===== config.mk =====
export PLATFORM = sky130hd
export DESIGN_NAME = dmem_mmio_responder
export DESIGN_NICKNAME = d
export VERILOG_FILES = /design/src/rtl/dmem_mmio_responder.sv
export SDC_FILE = /design/constraint.sdc
export NUM_CORES = 2
export LEC_CHECK = 0
export CAP_MARGIN = 10
export CORE_ASPECT_RATIO = 1.25
export CORE_MARGIN = 2
export CORE_UTILIZATION = 40
export DETAILED_ROUTE_END_ITERATION = 12
export PLACE_DENSITY = 0.52
export SLEW_MARGIN = 5
export SYNTH_ARGS = -nofsm -noshare
export SYNTH_HDL_FRONTEND = slang
export SYNTH_SLANG_ARGS = --single-unit
export TNS_END_PERCENT = 100

===== constraint.sdc =====
create_clock -name clk -period 4.85 [get_ports clk]
set_input_delay 0.485 -clock clk [delete_from_list [all_inputs] [get_ports clk]]
set_output_delay 0.485 -clock clk [all_outputs]
set_load 0.01 [all_outputs]

===== src/rtl/dmem_mmio_responder.sv =====
// Data-side responder for the single-cycle MIPS core: word RAM plus a small MMIO block
// holding a byte output FIFO and a down-counting timer with a sticky expiry flag.
module dmem_mmio_responder #(
    parameter int RAM_WORDS  = 64,
    parameter int FIFO_DEPTH = 4
) (
    input  logic        clk,
    input  logic        reset,
    input  logic        memWrite,
    input  logic [31:0] memDataAddr,
    input  logic [31:0] memWriteData,
    output logic [31:0] memReadData,
    output logic [7:0]  out_data,
    output logic        out_valid,
    input  logic        out_ready,
    output logic        timer_irq
);

    localparam int AW = $clog2(RAM_WORDS);
    localparam int PW = $clog2(FIFO_DEPTH);
    localparam logic [31:0] RAM_BYTES    = 32'(RAM_WORDS * 4);
    localparam logic [31:0] ADDR_STATUS  = 32'hFFFF_FF00;
    localparam logic [31:0] ADDR_TXDATA  = 32'hFFFF_FF04;
    localparam logic [31:0] ADDR_TMRCNT  = 32'hFFFF_FF08;
    localparam logic [31:0] ADDR_TMRCTRL = 32'hFFFF_FF0C;

    logic [31:0]   ram [RAM_WORDS];
    logic [7:0]    fifoMem [FIFO_DEPTH];
    logic [PW-1:0] rdPtr;
    logic [PW-1:0] wrPtr;
    logic [PW:0]   fifoCount;
    logic          overflow;
    logic [31:0]   timerCount;
    logic          timerEnable;
    logic          expired;

    logic          ramHit;
    logic          hitStatus;
    logic          hitTx;
    logic          hitCnt;
    logic          hitCtrl;
    logic [AW-1:0] ramIdx;
    logic          fifoEmpty;
    logic          fifoFull;
    logic          pop;
    logic          pushOk;
    logic          pushDrop;
    logic          cntWrite;
    logic          ctrlWrite;
    logic          tick;
    logic          expireNow;
    logic [31:0]   statusWord;

    assign ramHit    = memDataAddr < RAM_BYTES;
    assign hitStatus = memDataAddr == ADDR_STATUS;
    assign hitTx     = memDataAddr == ADDR_TXDATA;
    assign hitCnt    = memDataAddr == ADDR_TMRCNT;
    assign hitCtrl   = memDataAddr == ADDR_TMRCTRL;
    assign ramIdx    = memDataAddr[AW+1:2];

    assign fifoEmpty = fifoCount == '0;
    assign fifoFull  = fifoCount == (PW+1)'(FIFO_DEPTH);
    assign pop       = out_valid & out_ready;
    // A full FIFO still takes a byte when the head leaves in the same cycle.
    assign pushOk    = memWrite & hitTx & (~fifoFull | pop);
    assign pushDrop  = memWrite & hitTx & fifoFull & ~pop;

    assign cntWrite  = memWrite & hitCnt;
    assign ctrlWrite = memWrite & hitCtrl;
    assign tick      = timerEnable & (timerCount != '0);
    assign expireNow = ~cntWrite & tick & (timerCount == 32'd1);

    assign out_valid = ~fifoEmpty;
    assign out_data  = out_valid ? fifoMem[rdPtr] : 8'h00;
    assign timer_irq = expired;

    always_comb begin
        statusWord      = '0;
        statusWord[8:4] = 5'(fifoCount);
        statusWord[3:0] = {expired, overflow, fifoFull, fifoEmpty};
    end

    always_comb begin
        memReadData = '0;
        if (ramHit)
            memReadData = ram[ramIdx];
        else if (hitStatus)
            memReadData = statusWord;
        else if (hitCnt)
            memReadData = timerCount;
        else if (hitCtrl)
            memReadData = {31'b0, timerEnable};
    end

    // Storage arrays carry no reset; FIFO slots are only visible through the valid-gated head.
    always_ff @(posedge clk) begin
        if (memWrite && ramHit)
            ram[ramIdx] <= memWriteData;
        if (pushOk)
            fifoMem[wrPtr] <= memWriteData[7:0];
    end

    always_ff @(posedge clk or negedge reset) begin
        if (!reset) begin
            rdPtr     <= '0;
            wrPtr     <= '0;
            fifoCount <= '0;
            overflow  <= 1'b0;
        end else begin
            if (pushOk)
                wrPtr <= wrPtr + PW'(1);
            if (pop)
                rdPtr <= rdPtr + PW'(1);
            if (pushOk && !pop)
                fifoCount <= fifoCount + (PW+1)'(1);
            else if (pop && !pushOk)
                fifoCount <= fifoCount - (PW+1)'(1);
            if (pushDrop)
                overflow <= 1'b1;
            else if (memWrite && hitStatus && memWriteData[2])
                overflow <= 1'b0;
        end
    end

    // A count load beats the decrement; an expiry beats a clear landing in the same cycle.
    always_ff @(posedge clk or negedge reset) begin
        if (!reset) begin
            timerCount  <= '0;
            timerEnable <= 1'b0;
            expired     <= 1'b0;
        end else begin
            if (cntWrite)
                timerCount <= memWriteData;
            else if (tick)
                timerCount <= timerCount - 32'd1;
            if (ctrlWrite)
                timerEnable <= memWriteData[0];
            if (expireNow)
                expired <= 1'b1;
            else if (ctrlWrite && memWriteData[1])
                expired <= 1'b0;
        end
    end

endmodule


# == After elaboration in Yosys (flattened, before gate mapping) ==
# Memory sizes are Yosys's and may differ from the RTL's.
# Cells that the tools add are included.
# classes
n_div,0
n_reduce_logical,14
add_sub_neg,5
n_mux,17
n_lt_le_gt_ge,1
mul,0
eq_ne,6
n_shift,0
bitwise_logic,15
# op_table
cell,n
$mux 32,5
$eq 32x32->1 const B,4
$eq 32x1->1 const B,1
$lt 32x9->1 const B,1
$reduce_bool 32->1,1
$sub 32x1->32 const B,1
$and 1x1->1,10
$mux 1,9
$mux 8,1
$reduce_bool 2->1,4
$logic_and 1x1->1,6
$mux 3,2
$add 2x1->2 const B,2
$not 1->1,4
$add 3x1->3 const B,1
$eq 3x3->1 const B,1
$logic_not 3->1,1
$sub 3x1->3 const B,1
$logic_not 1->1,2
$or 1x1->1,1
# word_totals
mem_bits_rw,2080
regBits,42
memories,2
out_inout_bits,42
latch_bits,0
romBits,0
# memory_table
name,words,width,read_ports,rd_ports_with_merged_regs,wr,line_no,source
ram,64,32,1,0,1,27,logic [31:0] ram [RAM_WORDS];
fifoMem,4,8,1,0,1,28,logic [7:0] fifoMem [FIFO_DEPTH];

# == Longest topological paths before layout ==
# logic_depth
depth_word,9
ltp_mapped,13
ltp_nobuf,10

# == Least setup slack after synthesis ==
# OpenSTA, ideal clock, no wires.
# synth_timing
path_type,input -> register
start,input memDataAddr[5]
end,"memory ram[30][0], enable pin"
n_path_buf,5
t_arrival_ps,4965
setup_slack_ps,-616
stages,7
cell_sequence,clkbuf_1 > clkbuf_1 > buf_2 > buf_1 > nand2_1 > clkbuf_1 > nor4_1
# synth_between
elab_chain_len,4
# synth_rtl
element,line_no,source
start: declaration,10,"input logic [31:0] memDataAddr,"
$lt 32x9->1,54,assign ramHit = memDataAddr < RAM_BYTES;
$logic_and 1x1->1,97,if (memWrite && ramHit)
$mux 1,97,
$mux 1 (not written as such),98,ram[ramIdx] <= memWriteData;
end: declaration,27,
# Parallel ways exist; a longest one is shown, timed or not.

# == Final worst setup path ==
# layout_timing
start,input memDataAddr[5]
end,output memReadData[9]
# layout_between
elab_chain_len,4
# layout_rtl
element,line_no,source
branches (longest 3 deep; another with $lt 32x9->1),--,
$mux 32 *,85,if (ramHit)
end: declaration,12,"output logic [31:0] memReadData,"
# Every way passes the cells marked *.

==> results.sh <==
export IMPL_initial_utilization_pct=40.2
export IMPL_cts_root_buffer_cell="clkbuf_16"
export IMPL_die_width_um=410
export IMPL_clock_tree_buffer_depth=3
export IMPL_fin_util_pct=47.3
export IMPL_drv_slew=0
export IMPL_rsz0062_at_grt="no"
export IMPL_area_growth_pct=17.7
export IMPL_synth_seq_area_share_pct=77.1
export IMPL_post_dp_hpwl_mm=188
export IMPL_synth_top_area_share_pct=75.8
export IMPL_pin_count=110
export IMPL_clkPwrFrac_pct=41.2
export IMPL_critical_path_arrival_ns=4.29
export IMPL_pwr_share_seq_pct=53.6
export IMPL_grt_start_max_net_pins=71
export IMPL_grt_overflow=0
export IMPL_cts_tree="done"
export IMPL_slowest_delay_ns=0.73
export IMPL_power_per_cell_area_mw_per_mm2=387
export IMPL_cts_max_level=4
export IMPL_final_common_cell="edfxtp_1"
export IMPL_synth_edf_count=2080
export IMPL_layout_cells_non_filler=7482
export IMPL_path_max_fanout=20
export IMPL_clkLatencyLatePin_ns=0.88
export IMPL_layout_common_cells="edfxtp_1 (2080), mux4_2 (401), buf_4 (386), mux2i_1 (229), clkbuf_16 (212)"
export IMPL_swShare_pct=22.2
export IMPL_worstSetupEndpointType="output pin"
export IMPL_die_height_um=511
export IMPL_grt_pass1_vias=45100
export IMPL_hp_class="primary input to flip-flop"
export IMPL_io_buffers=109
export IMPL_min_period_ns=4.78
export IMPL_avgViaCountPerCell=6.21
export IMPL_clkSlewWorstSetupHoldPaths_ns=0.06
export IMPL_status="complete, no violations"
export IMPL_drt_iter0_drc=6786
export IMPL_gp_congestion=0.965
export IMPL_clock_sinks=2122
export IMPL_max_cap_violations=0
export IMPL_nets=4677
export IMPL_ys_warn_count=0
export IMPL_p_int_mw=29.2
export IMPL_drc=0
export IMPL_critPathLaunchType="primary input"
export IMPL_place_inst=7113
export IMPL_ys_top_cells_by_area="edfxtp_1 (76%), mux4_2 (11%), mux2i_1 (2.8%), dfrtp_1 (1.3%), a22oi_1 (0.86%)"
export IMPL_wire_per_inst_um=39.7
export IMPL_wirelength_mm=297
export IMPL_pre_cts_ws_ns=-0.302
export IMPL_ys_types=77
export IMPL_max_freq_mhz=209
export IMPL_die_area_mm2=0.210
export IMPL_routed_via_count=46500
export IMPL_leakage_nw=30.9
export IMPL_relSlewSlack_pct=17.1
export IMPL_hold_violations=0
export IMPL_ys_flop_type="edfxtp_1"
export IMPL_grt_antenna_before_repair=16
export IMPL_setup_ws_ns=0.0735
export IMPL_worstSetupPathType="primary input to output pin"
export IMPL_first_pass_iters=8
export IMPL_power_switching_mw=8.31
export IMPL_yosys_area_top_type="edfxtp_1"
export IMPL_combPwrFrac_pct=5.2
export IMPL_grt_pass1_wl_mm=398
export IMPL_grtUsageTotal_pct=28.1
export IMPL_finalCritPeriodShare_pct=98.5
export IMPL_clock_skew_ns=0.0168
export IMPL_core_area_mm2=0.205
export IMPL_tightest_slew_ns=1.24
export IMPL_syn_area_mm2=0.0824
export IMPL_worstPathRequired_ns=4.37
export IMPL_cp_num_buf_inv=3
export IMPL_setup_viol=0
export IMPL_syn_area_per_cell_um2=20.4
export IMPL_cts_buffers=209
export IMPL_drive_above_1_share_pct=27.2
export IMPL_cpMaxStageDelayCell="and3_1"
export IMPL_async_flop_share_pct=1.98
export IMPL_synthCells=4047
export IMPL_crit_chain="buf_4 -> inv_2 -> and3_1 -> o21ai_0 -> a211oi_1 -> nor3_1 -> a31oi_1 -> clkdlybuf4s50_1"
export IMPL_path_delay_family="buffers and inverters"
export IMPL_irDropWorstVdd_mv=0.406
export IMPL_syn_nets=4124
export IMPL_ant_nets=0
export IMPL_ys_ff_latch=2122
export IMPL_fp_row_count=186
export IMPL_post_cts_buffers=0
-- cells in the mapped netlist (19+ instances only) --
library cell / instances
nor3_1: 41
a221oi_1: 19
o221ai_1: 25
clkbuf_1: 86
edfxtp_1: 2080
xnor2_1: 30
mux2_2: 25
dfrtp_1: 42
nand3_1: 45
mux4_2: 401
buf_1: 30
mux2i_1: 229
o21ai_0: 58
o22ai_1: 56
buf_2: 102
nor2_1: 134
nand2_1: 152
a31oi_1: 22
a21oi_1: 84
nand4_1: 19
nor4_1: 35
a22oi_1: 94
-- cell type report --
type	count	area [um^2]
multi-input combinational	1685	18400
fill	17100	108000
clock inverter	87	769
tap	2726	3410
timing repair buffer	568	5290
antenna	3	7.51
sequential	2122	63500
inverter	14	55.1
clock buffer	277	5550
-- final timing paths --
kind	start	end	slack, ns	cells past startpoint
max in group asynchronous	reset	timerCount[9]	4.10	3
min in group asynchronous	reset	rdPtr[1]	0.26	3
worst min register to register	overflow	overflow	0.50	1
worst max register to register	timerCount[0]	timerCount[8]	1.62	8
worst min-delay path	memWriteData[3]	fifoMem[1][3]	0.07	1
worst max-delay path	memDataAddr[5]	memReadData[9]	0.07	8
-- stage by stage --
step                hold slack (ns)  TNS, ns  cell area [um^2]  power [mW]
global placement              0.487   -0.877             90600        22.4
global route                 0.0411        0             96900        38.4
CTS                         0.00870        0             96900        37.7
detailed placement            0.482   -0.438             90600        22.4
finish                       0.0706        0             96900        37.5
floorplan                     0.189   -80.50             82400        21.3
-- flip-flops by register name, indices dropped and copies added, names as in the netlist --
signal       cells
ram           2048
timerEnable      1
timer_irq        1
wrPtr            2
overflow         1
fifoCount        3
fifoMem         32
timerCount      32
rdPtr            2
-- cells by family (layout without fill, tap and decap cells) --
| family | count (synthesis) | count (layout) | share of synthesized area (%) |
|---|---|---|---|
| muxes | 656 | 656 | 14.1 |
| xor gates and xnor gates | 34 | 34 | 0.361 |
| buffers and inverters | 240 | 946 | 1.29 |
| DFF | 2122 | 2122 | 77.1 |
| adders and majority gates | 9 | 9 | 0.146 |
| AOI/OAI and AO/OA | 464 | 464 | 3.93 |
| and+or+nand+nor | 522 | 522 | 3.06 |
| other | 0 | 3 | 0 |
-- power by group through the flow --
| stage | Sequential [mW] | Combinational (mW) | Clock [mW] |
|---|---|---|---|
| after floorplan | 20.5 | 0.823 | 0 |
| after global placement | 20.5 | 1.93 | 0 |
| after detailed placement | 20.5 | 1.94 | 0 |
| after CTS | 20.1 | 1.94 | 15.7 |
| after global routing | 20.1 | 2.01 | 16.3 |
| final | 20.1 | 1.94 | 15.4 |
-- layer usage --
layer | wire, um | track usage, %
met5 | 84 | 0
met4 | 16500 | 13.6
met3 | 26100 | 5.57
met1 | 112000 | 36.7
met2 | 142000 | 45.1
-- worst register-to-register path, cell delays in order (launching register included) --
cell,delay [ns]
dfrtp_1,0.45
inv_1,0.15
ha_1,0.26
or3b_2,0.47
or4_4,0.49
o41ai_4,0.80
nor3_1,0.20
xnor2_1,0.22
o21ai_0,0.09
-- repair_timing --
action                                  CTS  global route
hold buffers                              1             0
gates resized for setup                   3             6
hold endpoints to repair                 42             0
endpoints found under the setup margin    4             6
Note: power is estimated with default switching activity, not from simulation.
